**config.mk**
```make
export PLATFORM = sky130hd
export DESIGN_NAME = fetch_unit
export DESIGN_NICKNAME = d
export VERILOG_FILES = /design/src/rtl/riscv_pkg.sv /design/src/rtl/fetch_buffer.sv /design/src/rtl/fetch_unit.sv
export SDC_FILE = /design/constraint.sdc
export NUM_CORES = 1
export LEC_CHECK = 0
export ABC_AREA = 1
export BUFFER_PORTS_ARGS = -buffer_cell sky130_fd_sc_hd__buf_2
export CAP_MARGIN = 30
export CORE_ASPECT_RATIO = 0.7
export CORE_MARGIN = 5
export CORE_UTILIZATION = 30
export DETAILED_ROUTE_END_ITERATION = 8
export MAX_ROUTING_LAYER = met4
export SLEW_MARGIN = 10
export SYNTH_ARGS = -nofsm -noshare
export SYNTH_HDL_FRONTEND = slang
export SYNTH_SLANG_ARGS = --single-unit
```
**constraint.sdc**
```tcl
create_clock -name clk -period 8.33 [get_ports clk]
set_input_delay 0.4165 -clock clk [delete_from_list [all_inputs] [get_ports clk]]
set_output_delay 0.4165 -clock clk [all_outputs]
set_load 0.005 [all_outputs]
```
**src/rtl/riscv_pkg.sv**
```systemverilog
// ----------------------------------------------------------------------------
// riscv_pkg
// Shared definitions for the RISC-V core front end.
//   XLEN             : architectural register / address width
//   NOP_INSTR        : canonical NOP (addi x0, x0, 0) shown to decode when idle
//   DEFAULT_RESET_PC : default first fetch address after reset
//   fetch_entry_t    : one fetched instruction word together with its address
// ----------------------------------------------------------------------------
package riscv_pkg;

    localparam int XLEN = 32;

    localparam logic [XLEN-1:0] NOP_INSTR        = 32'h0000_0013;
    localparam logic [XLEN-1:0] DEFAULT_RESET_PC = 32'h0000_0000;

    typedef struct packed {
        logic [XLEN-1:0] instr;
        logic [XLEN-1:0] pc;
    } fetch_entry_t;

endpackage

```
**src/rtl/fetch_buffer.sv**
```systemverilog
// ----------------------------------------------------------------------------
// fetch_buffer
// Small synchronous FIFO holding fetched {instr, pc} entries between the
// instruction memory response and decode.
// Ports:
//   clk, reset  : rising-edge clock, synchronous active-high reset
//   push        : write push_entry at the tail
//   push_entry  : entry to write
//   pop         : drop the head entry
//   flush       : discard every entry (takes priority over push/pop)
//   head        : current head entry (meaningful only when !empty)
//   occupancy   : number of valid entries
//   empty       : occupancy == 0
// ----------------------------------------------------------------------------
module fetch_buffer
    import riscv_pkg::*;
#(
    parameter int DEPTH = 2,
    localparam int PTR_W = (DEPTH > 1) ? $clog2(DEPTH) : 1,
    localparam int CNT_W = $clog2(DEPTH + 1)
) (
    input  logic             clk,
    input  logic             reset,
    input  logic             push,
    input  fetch_entry_t     push_entry,
    input  logic             pop,
    input  logic             flush,
    output fetch_entry_t     head,
    output logic [CNT_W-1:0] occupancy,
    output logic             empty
);

    fetch_entry_t     mem [DEPTH];
    logic [PTR_W-1:0] rd_ptr;
    logic [PTR_W-1:0] wr_ptr;

    // Pointers wrap explicitly so DEPTH need not be a power of two.
    function automatic logic [PTR_W-1:0] next_ptr(input logic [PTR_W-1:0] p);
        return (p == PTR_W'(DEPTH - 1)) ? '0 : p + 1'b1;
    endfunction

    // Pointer and occupancy bookkeeping; a flush simply rewinds everything.
    always_ff @(posedge clk) begin
        if (reset || flush) begin
            rd_ptr    <= '0;
            wr_ptr    <= '0;
            occupancy <= '0;
        end else begin
            if (push) wr_ptr <= next_ptr(wr_ptr);
            if (pop)  rd_ptr <= next_ptr(rd_ptr);
            case ({push, pop})
                2'b10:   occupancy <= occupancy + 1'b1;
                2'b01:   occupancy <= occupancy - 1'b1;
                default: ;
            endcase
        end
    end

    // Storage needs no reset: occupancy alone decides what is valid.
    always_ff @(posedge clk) begin
        if (push && !flush && !reset) mem[wr_ptr] <= push_entry;
    end

    assign head  = mem[rd_ptr];
    assign empty = (occupancy == '0);

endmodule

```
**src/rtl/fetch_unit.sv**
```systemverilog
// ----------------------------------------------------------------------------
// fetch_unit
// Instruction fetch stage: owns the PC, issues in-order imem requests with a
// bounded number outstanding, buffers responses and hands them to decode over
// valid/ready. A redirect flushes the buffer and drops wrong-path responses.
// Optional feature macro: FETCH_MISALIGN_CHECK_EN (adds misalign_fault port;
// a misaligned redirect target raises a sticky fault and halts fetching).
// Ports:
//   clk, reset                         : clock, synchronous active-high reset
//   imem_req_valid/ready/addr          : request channel to instruction memory
//   imem_rsp_valid/data                : in-order response channel
//   redirect_valid/target              : taken branch/jump from the controller
//   instr_valid/ready                  : handshake to decode
//   instr, instr_pc, instr_pc_plus4    : buffer head word, its pc, pc + 4
//   misalign_fault                     : only with FETCH_MISALIGN_CHECK_EN
// ----------------------------------------------------------------------------
module fetch_unit
    import riscv_pkg::*;
#(
    parameter logic [XLEN-1:0] RESET_PC        = DEFAULT_RESET_PC,
    parameter int              BUF_DEPTH       = 2,
    parameter int              MAX_OUTSTANDING = 2
) (
    input  logic            clk,
    input  logic            reset,
    output logic            imem_req_valid,
    input  logic            imem_req_ready,
    output logic [XLEN-1:0] imem_req_addr,
    input  logic            imem_rsp_valid,
    input  logic [XLEN-1:0] imem_rsp_data,
    input  logic            redirect_valid,
    input  logic [XLEN-1:0] redirect_target,
    output logic            instr_valid,
    input  logic            instr_ready,
    output logic [XLEN-1:0] instr,
    output logic [XLEN-1:0] instr_pc,
    output logic [XLEN-1:0] instr_pc_plus4
`ifdef FETCH_MISALIGN_CHECK_EN
    ,
    output logic            misalign_fault
`endif
);

    localparam int OUT_W = $clog2(MAX_OUTSTANDING + 1);
    localparam int OCC_W = $clog2(BUF_DEPTH + 1);
    localparam int PQ_W  = (MAX_OUTSTANDING > 1) ? $clog2(MAX_OUTSTANDING) : 1;

    logic [XLEN-1:0]  fetch_pc;
    logic [OUT_W-1:0] outstanding;
    logic [OUT_W-1:0] drop_cnt;
    logic [XLEN-1:0]  pc_queue [MAX_OUTSTANDING];
    logic [PQ_W-1:0]  pq_wr;
    logic [PQ_W-1:0]  pq_rd;
    logic [XLEN-1:0]  last_pc;
    logic [XLEN-1:0]  target_pc;
    logic [XLEN-1:0]  credit_used;
    logic             halted;
    logic             req_fire;
    logic             pop;
    logic             keep_rsp;
    logic             buf_empty;
    logic [OCC_W-1:0] occupancy;
    fetch_entry_t     head;
    fetch_entry_t     push_entry;

    function automatic logic [PQ_W-1:0] pq_next(input logic [PQ_W-1:0] p);
        return (p == PQ_W'(MAX_OUTSTANDING - 1)) ? '0 : p + 1'b1;
    endfunction

`ifdef FETCH_MISALIGN_CHECK_EN
    // Every redirect re-evaluates the fault, so an aligned redirect clears it.
    // The fault and the halt are the same condition, so one flop serves both.
    always_ff @(posedge clk) begin
        if (reset) begin
            misalign_fault <= 1'b0;
        end else if (redirect_valid) begin
            misalign_fault <= (redirect_target[1:0] != 2'b00);
        end
    end

    assign halted    = misalign_fault;
    assign target_pc = redirect_target;
`else
    assign halted    = 1'b0;
    assign target_pc = redirect_target & ~32'd3;
`endif

    assign pop = instr_valid & instr_ready;

    // Credit check: every request in flight plus every buffered word must fit
    // in the buffer, so a response can always be accepted without stalling.
    always_comb begin
        credit_used    = 32'(outstanding) + 32'(occupancy) - 32'(pop);
        imem_req_valid = !reset && !redirect_valid && !halted
                         && (32'(outstanding) < 32'(MAX_OUTSTANDING))
                         && (credit_used < 32'(BUF_DEPTH));
    end

    assign req_fire      = imem_req_valid & imem_req_ready;
    assign imem_req_addr = fetch_pc;
    assign keep_rsp      = imem_rsp_valid && !redirect_valid && (drop_cnt == '0);
    assign push_entry    = '{instr: imem_rsp_data, pc: pc_queue[pq_rd]};

    // PC, in-flight counters and the drop counter. Dropped responses still
    // retire their pc_queue slot so the queue stays in step with memory.
    always_ff @(posedge clk) begin
        if (reset) begin
            fetch_pc    <= RESET_PC;
            outstanding <= '0;
            drop_cnt    <= '0;
            pq_wr       <= '0;
            pq_rd       <= '0;
            last_pc     <= RESET_PC;
        end else begin
            if (redirect_valid) fetch_pc <= target_pc;
            else if (req_fire)  fetch_pc <= fetch_pc + 32'd4;

            case ({req_fire, imem_rsp_valid})
                2'b10:   outstanding <= outstanding + 1'b1;
                2'b01:   outstanding <= outstanding - 1'b1;
                default: ;
            endcase

            if (redirect_valid)
                drop_cnt <= outstanding - OUT_W'(imem_rsp_valid);
            else if (imem_rsp_valid && (drop_cnt != '0))
                drop_cnt <= drop_cnt - 1'b1;

            if (req_fire)       pq_wr <= pq_next(pq_wr);
            if (imem_rsp_valid) pq_rd <= pq_next(pq_rd);

            if (instr_valid)    last_pc <= head.pc;
        end
    end

    // Addresses of in-flight requests, consumed in response order.
    always_ff @(posedge clk) begin
        if (req_fire && !reset) pc_queue[pq_wr] <= fetch_pc;
    end

    fetch_buffer #(
        .DEPTH      (BUF_DEPTH)
    ) u_fetch_buffer (
        .clk        (clk),
        .reset      (reset),
        .push       (keep_rsp),
        .push_entry (push_entry),
        .pop        (pop),
        .flush      (redirect_valid),
        .head       (head),
        .occupancy  (occupancy),
        .empty      (buf_empty)
    );

    // When idle, decode sees a NOP while the pc outputs hold their last value.
    assign instr_valid    = !buf_empty;
    assign instr          = instr_valid ? head.instr : NOP_INSTR;
    assign instr_pc       = instr_valid ? head.pc : last_pc;
    assign instr_pc_plus4 = instr_pc + 32'd4;

endmodule

```
### Word-level counts from Yosys, hierarchy flattened

Memory sizes are Yosys's and may differ from the RTL's. A register that Yosys moved wholly into a read port is not among the register bits.
Cells that the tools add are included.

* register bits after elaboration: 74
* latch bits: 0
* bits in writable memories: 192
* ROM bits: 0
* output and inout port bits: 130
* logic and storage cells: 75
* memories kept: 2

* $add $sub $neg: 14
* $mul: 0
* div/mod/pow operators: 0
* order comparisons: 2
* eq/ne operators: 4
* shifts and indexed selects: 0
* mux-type cells: 20
* bitwise operators: 2
* reduce and logical (&&, ||, !) cells: 21

Memory list
* u_fetch_buffer.mem: depth 2, bits a word 64, read ports 1, clocked after memory_dff 1, wr ports 1, line fetch_buffer.sv:33 `fetch_entry_t mem [DEPTH];`
* pc_queue: depth 2, bits a word 32, read ports 1, clocked after memory_dff 1, wr ports 1, line fetch_unit.sv:51 `logic [XLEN-1:0] pc_queue [MAX_OUTSTANDING];`

Operators with widths (number)
* $mux W32: 4
* $add A32 B3 Y32 const B: 2
* $lt A32 B2 Y1 const B: 1
* $mux W1: 12
* $reduce_bool A2 Y1: 5
* $logic_and A1 B1 Y1: 9
* $pmux W2 S2: 2
* $sub A2 B1 Y2 const B: 3
* $add A1 B1 Y1 const B: 4
* $add A2 B1 Y2 const B: 2
* $eq A2 B1 Y1 const B: 2
* $eq A2 B2 Y1 const B: 2
* $logic_not A2 Y1: 2
* $mux W2: 2
* $sub A3 B1 Y4: 1
* $add A2 B2 Y3: 1
* $logic_not A1 Y1: 3
* $and A1 B1 Y1: 2
* $lt A2 B2 Y1 const B: 1
* $reduce_or A2 Y1: 1
* $sub A2 B1 Y2: 1
* $logic_or A1 B1 Y1: 1

### Depth between registers and ports, before layout

* depth after elaboration: 10
* depth in mapped cells: 17
* depth with buffers taken out: 16

### Hierarchy

From an unflattened synthesis, not the netlist that was laid out.

* cells, all modules: 1247
* area total of the unflattened synthesis: 12533.3 um^2

By module, submodules not included
* fetch_unit: instances 1, cells an instance 1015, area an instance 7385.8 um^2, sequential area each 3183.1 um^2
* fetch_buffer: instances 1, cells an instance 232, area an instance 5147.4 um^2, sequential area each 3943.8 um^2

### Least setup slack after synthesis

No wires, ideal clock.

* kind: input to register
* start point: input redirect_valid
* end point: memory u_fetch_buffer.mem[0][10] in the netlist's numbering (enable)
* arrival time: 4975 ps
* data required time: 7772 ps
* setup slack: 2797 ps
* cell stages on the path: 4
* path buffers: 1
* cells stage by stage: clkbuf_1 > inv_1 > nand2_2 > nor3_1

* word-level cells in the longest chain between the ends: 7

RTL lines
* start, declared: line fetch_unit.sv:31 `input logic redirect_valid,`
* $logic_not A1 Y1 (*): line fetch_buffer.sv:61, fetch_unit.sv:101
* $logic_and A1 B1 Y1 (2 in a row): line fetch_unit.sv:101 `assign keep_rsp = imem_rsp_valid && !redirect_valid && (drop_cnt == '0);`
* $logic_and A1 B1 Y1 (*) (2 in a row): line fetch_buffer.sv:61 `if (push && !flush && !reset) mem[wr_ptr] <= push_entry;`
* $mux W1 (*): line fetch_buffer.sv:61
* $mux W1 (not written as such) (*): line fetch_buffer.sv:61
* end, declared: line fetch_buffer.sv:33

Every way passes the cells marked *; elsewhere a longest branch is shown, timed or not.

### Worst setup path after layout

* start point: register u_fetch_buffer.occupancy[0]
* end point: output instr_pc_plus4[17]

* word-level cells in the longest chain between the ends: 3

RTL lines
* start, declared: line fetch_buffer.sv:29 `output logic [CNT_W-1:0] occupancy,`
* start signal, assigned: line fetch_buffer.sv:52 `2'b10: occupancy <= occupancy + 1'b1;`
* start signal, assigned: line fetch_buffer.sv:53 `2'b01: occupancy <= occupancy - 1'b1;`
* $logic_not A2 Y1: line fetch_buffer.sv:65 `assign empty = (occupancy == '0);`
* $mux W32
* $add A32 B3 Y32: line fetch_unit.sv:159 `assign instr_pc_plus4 = instr_pc + 32'd4;`
* end, declared: line fetch_unit.sv:37 `output logic [XLEN-1:0] instr_pc_plus4`

No other way between the ends.

==> results.sh <==
export IMPL_gp_congestion=0.893
export IMPL_cp_data_required_time_ns=7.91
export IMPL_port_buffers=195
export IMPL_synth_distinct_cells=48
export IMPL_min_from="imem_rsp_data[21]"
export IMPL_share_seq_of_total_power=0.499
export IMPL_synthFlopType="edfxtp_1"
export IMPL_yosysWarnings=0
export IMPL_synth_top_area_cell="edfxtp_1"
export IMPL_power_share_switching=0.239
export IMPL_syn_area_sq_um=11800
export IMPL_tightest_slew_ns=0.891
export IMPL_fillers=3889
export IMPL_root_buffer="clkbuf_16"
export IMPL_clockBufferDepth=3
export IMPL_final_max_slew_viol_count=0
export IMPL_endpoint_kind="output port"
export IMPL_rr_endpoint="imem_req_addr[21]"
export IMPL_min_period_over_period=0.471
export IMPL_dr_wl_met3_um=2460
export IMPL_num_io_pins=200
export IMPL_met1_length_um=16300
export IMPL_vias_per_cell=4.48
export IMPL_outcome="finished clean"
export IMPL_syn_inst=1256
export IMPL_postCtsSetupBuffers=0
export IMPL_p_per_area_nw_per_um2=206
export IMPL_ctsResizeCount=0
export IMPL_cts_buffers_inserted=27
export IMPL_min_to="u_fetch_buffer.mem[0][53]"
export IMPL_synth_area_leaders="edfxtp_1, nand2_1, dfxtp_1"
export IMPL_nNetsFinal=1515
export IMPL_min_period_ns=3.92
export IMPL_ant_nets=0
export IMPL_synth_edf_count=184
export IMPL_final_cell_mix="nand2_1, buf_2, edfxtp_1"
export IMPL_clk_insertion_delay_late_ns=0.54
export IMPL_dp_hpwl_um=22200
export IMPL_slew_headroom=0.406
export IMPL_antennaDiodeCount=0
export IMPL_synthArstFlopShare=0
export IMPL_drive_above_1_share=0.226
export IMPL_core_area_sq_um=38700
export IMPL_path_max_fanout=51
export IMPL_wl_met2_um=12600
export IMPL_drc=0
export IMPL_ir_drop_mv=0.121
export IMPL_antenna_found_initial=0
export IMPL_routedWlPerCell_um=16.0
export IMPL_drv_cap=0
export IMPL_hold_path_class="input port to flip-flop"
export IMPL_ys_seq_elements=258
export IMPL_num_rows=60
export IMPL_drt_total_wl_um=31700
export IMPL_top_layer="met4"
export IMPL_cts_clk_slew_worst_paths_ns=0.06
export IMPL_comb_power_share=0.088
export IMPL_area_growth_syn_to_layout_pct=19.3
export IMPL_die_area_sq_um=43500
export IMPL_intPower_uw=2210
export IMPL_r2r_cells=13
export IMPL_h_tree_depth=1
export IMPL_firstDrtPassIters=6
export IMPL_layout_commonest_cell="nand2_1"
export IMPL_hold_viol=0
export IMPL_rsz0062_at_grt="false"
export IMPL_r2r_slack_ns=4.56
export IMPL_skew_ns=0.0176
export IMPL_synth_top_area_share=0.468
export IMPL_first_global_vias=8472
export IMPL_worstHoldPathCells=1
export IMPL_setup_tns_ns=0
export IMPL_die_w_um=247
export IMPL_clock_sinks=258
export IMPL_die_h_um=176
export IMPL_power_leakage_uw=0.00568
export IMPL_via_count=8888
export IMPL_initial_core_util=0.306
export IMPL_synth_yosys_seq_area_share=0.593
export IMPL_clkPwrFrac=0.414
export IMPL_setup_viol=0
export IMPL_overflow=0
export IMPL_grt_first_pass_wirelength_um=49000
export IMPL_worstReg2RegStart="u_fetch_buffer.occupancy[0]"
export IMPL_track_usage=0.146
export IMPL_cts_hold_fix_buffers=0
export IMPL_post_dp_cell_area_sq_um=13200
export IMPL_clock_fmax_ghz=0.255
export IMPL_cts_tree="built"
export IMPL_critical_path_class="flip-flop to output port"
export IMPL_startpoint_type="flip-flop"
export IMPL_switchingPower_uw=694
export IMPL_synth_area_per_cell_sq_um=9.41
export IMPL_worstPathArrival_ns=3.51
export IMPL_drtIter0Drc=586
export IMPL_fin_area_sq_um=14100
export IMPL_p_total_uw=2900
export IMPL_grt_max_degree=63
## how the worst max path moves through the flow
stage                                            from                         to  cells past startpoint
after floorplan                        redirect_valid  u_fetch_buffer.mem[0][10]                      4
after global placement                    instr_ready          imem_req_addr[15]                     13
after detailed placement                  instr_ready          imem_req_addr[21]                     13
after CTS                 u_fetch_buffer.occupancy[0]         instr_pc_plus4[17]                     13
after global routing      u_fetch_buffer.occupancy[0]         instr_pc_plus4[17]                     13
final                     u_fetch_buffer.occupancy[0]         instr_pc_plus4[17]                     13
## critical path: stages, from the launching register on
cell and delay, ns:
dfxtp_1 0.31, inv_1 0.12, nand2_4 0.32, inv_4 0.35, buf_4 0.47, nand2_1 0.09
nand2_1 0.25, inv_1 0.10, nor2_1 0.15, nand2_1 0.07, nor2_1 0.18, nand2_1 0.09
xor2_1 0.25, buf_2 0.17
## per-layer routing
metal / track usage / vias to the layer above
li1: - / 4463
met1: 0.230 / 4103
met2: 0.196 / 285
met3: 0.0265 / 37
met4: 0.0208 / 0
met5: - / -
## metrics by stage
step | hold WS (ns) | utilization | instances | setup slack [ns]
after global placement | 0.432 | 0.342 | 1935 | 4.49
final | 0.0692 | 0.365 | 1984 | 4.41
after CTS | 0.0317 | 0.365 | 1984 | 4.33
after floorplan | 0.421 | - | 1257 | 2.80
after global routing | 0.0405 | 0.365 | 1984 | 3.94
after detailed placement | 0.437 | 0.342 | 1935 | 4.45
## area by class of cell
type                            instances  area [sq um]  area share
Clock buffer                           33           708      0.0502
Inverter                               93           357      0.0253
Timing Repair Buffer                  201          1020      0.0724
Multi-Input combinational cell        856          4180       0.297
Sequential cell                       258          7010       0.497
Tap cell                              527           659      0.0468
Clock inverter                         16           163      0.0115
## registers in the layout, summed over array words and instances, names as in the netlist, 2 cells and up, named ones only
| signal | count |
|---|---|
| u_fetch_buffer.mem | 124 |
| imem_req_addr | 30 |
| pc_queue | 60 |
| drop_cnt | 2 |
| last_pc | 32 |
| outstanding | 2 |
| u_fetch_buffer.occupancy | 2 |
## power groups by stage
stage | sequential (uW) | clock, uW | combinational [uW]
2_1_floorplan | 1460 | 0 | 154
3_3_place_gp | 1470 | 0 | 252
3_5_place_dp | 1470 | 0 | 256
4_1_cts | 1450 | 1230 | 257
5_1_grt | 1450 | 1280 | 285
6_report | 1450 | 1200 | 254
## synth_stat cells, types with 11 or more instances
library cell / instances
nand2_2: 20
edfxtp_1: 184
mux2_2: 30
nand2_1: 423
o21ai_0: 24
nor2_2: 11
inv_1: 85
nand3_1: 64
xor2_1: 30
dfxtp_1: 74
a21oi_1: 52
clkbuf_1: 24
nor2_1: 131
## kinds of logic after synthesis
kind of cell / synth area share
AO/OA/AOI/OAI: 0.0439
multiplexers: 0.0286
other: 0.000317
flip-flops: 0.593
adder cells (fa/ha/maj): 0.00911
buffers and inverters: 0.0557
AND/OR/NAND/NOR: 0.242
XOR/XNOR: 0.0274
Power figures use the tool's default switching activity.
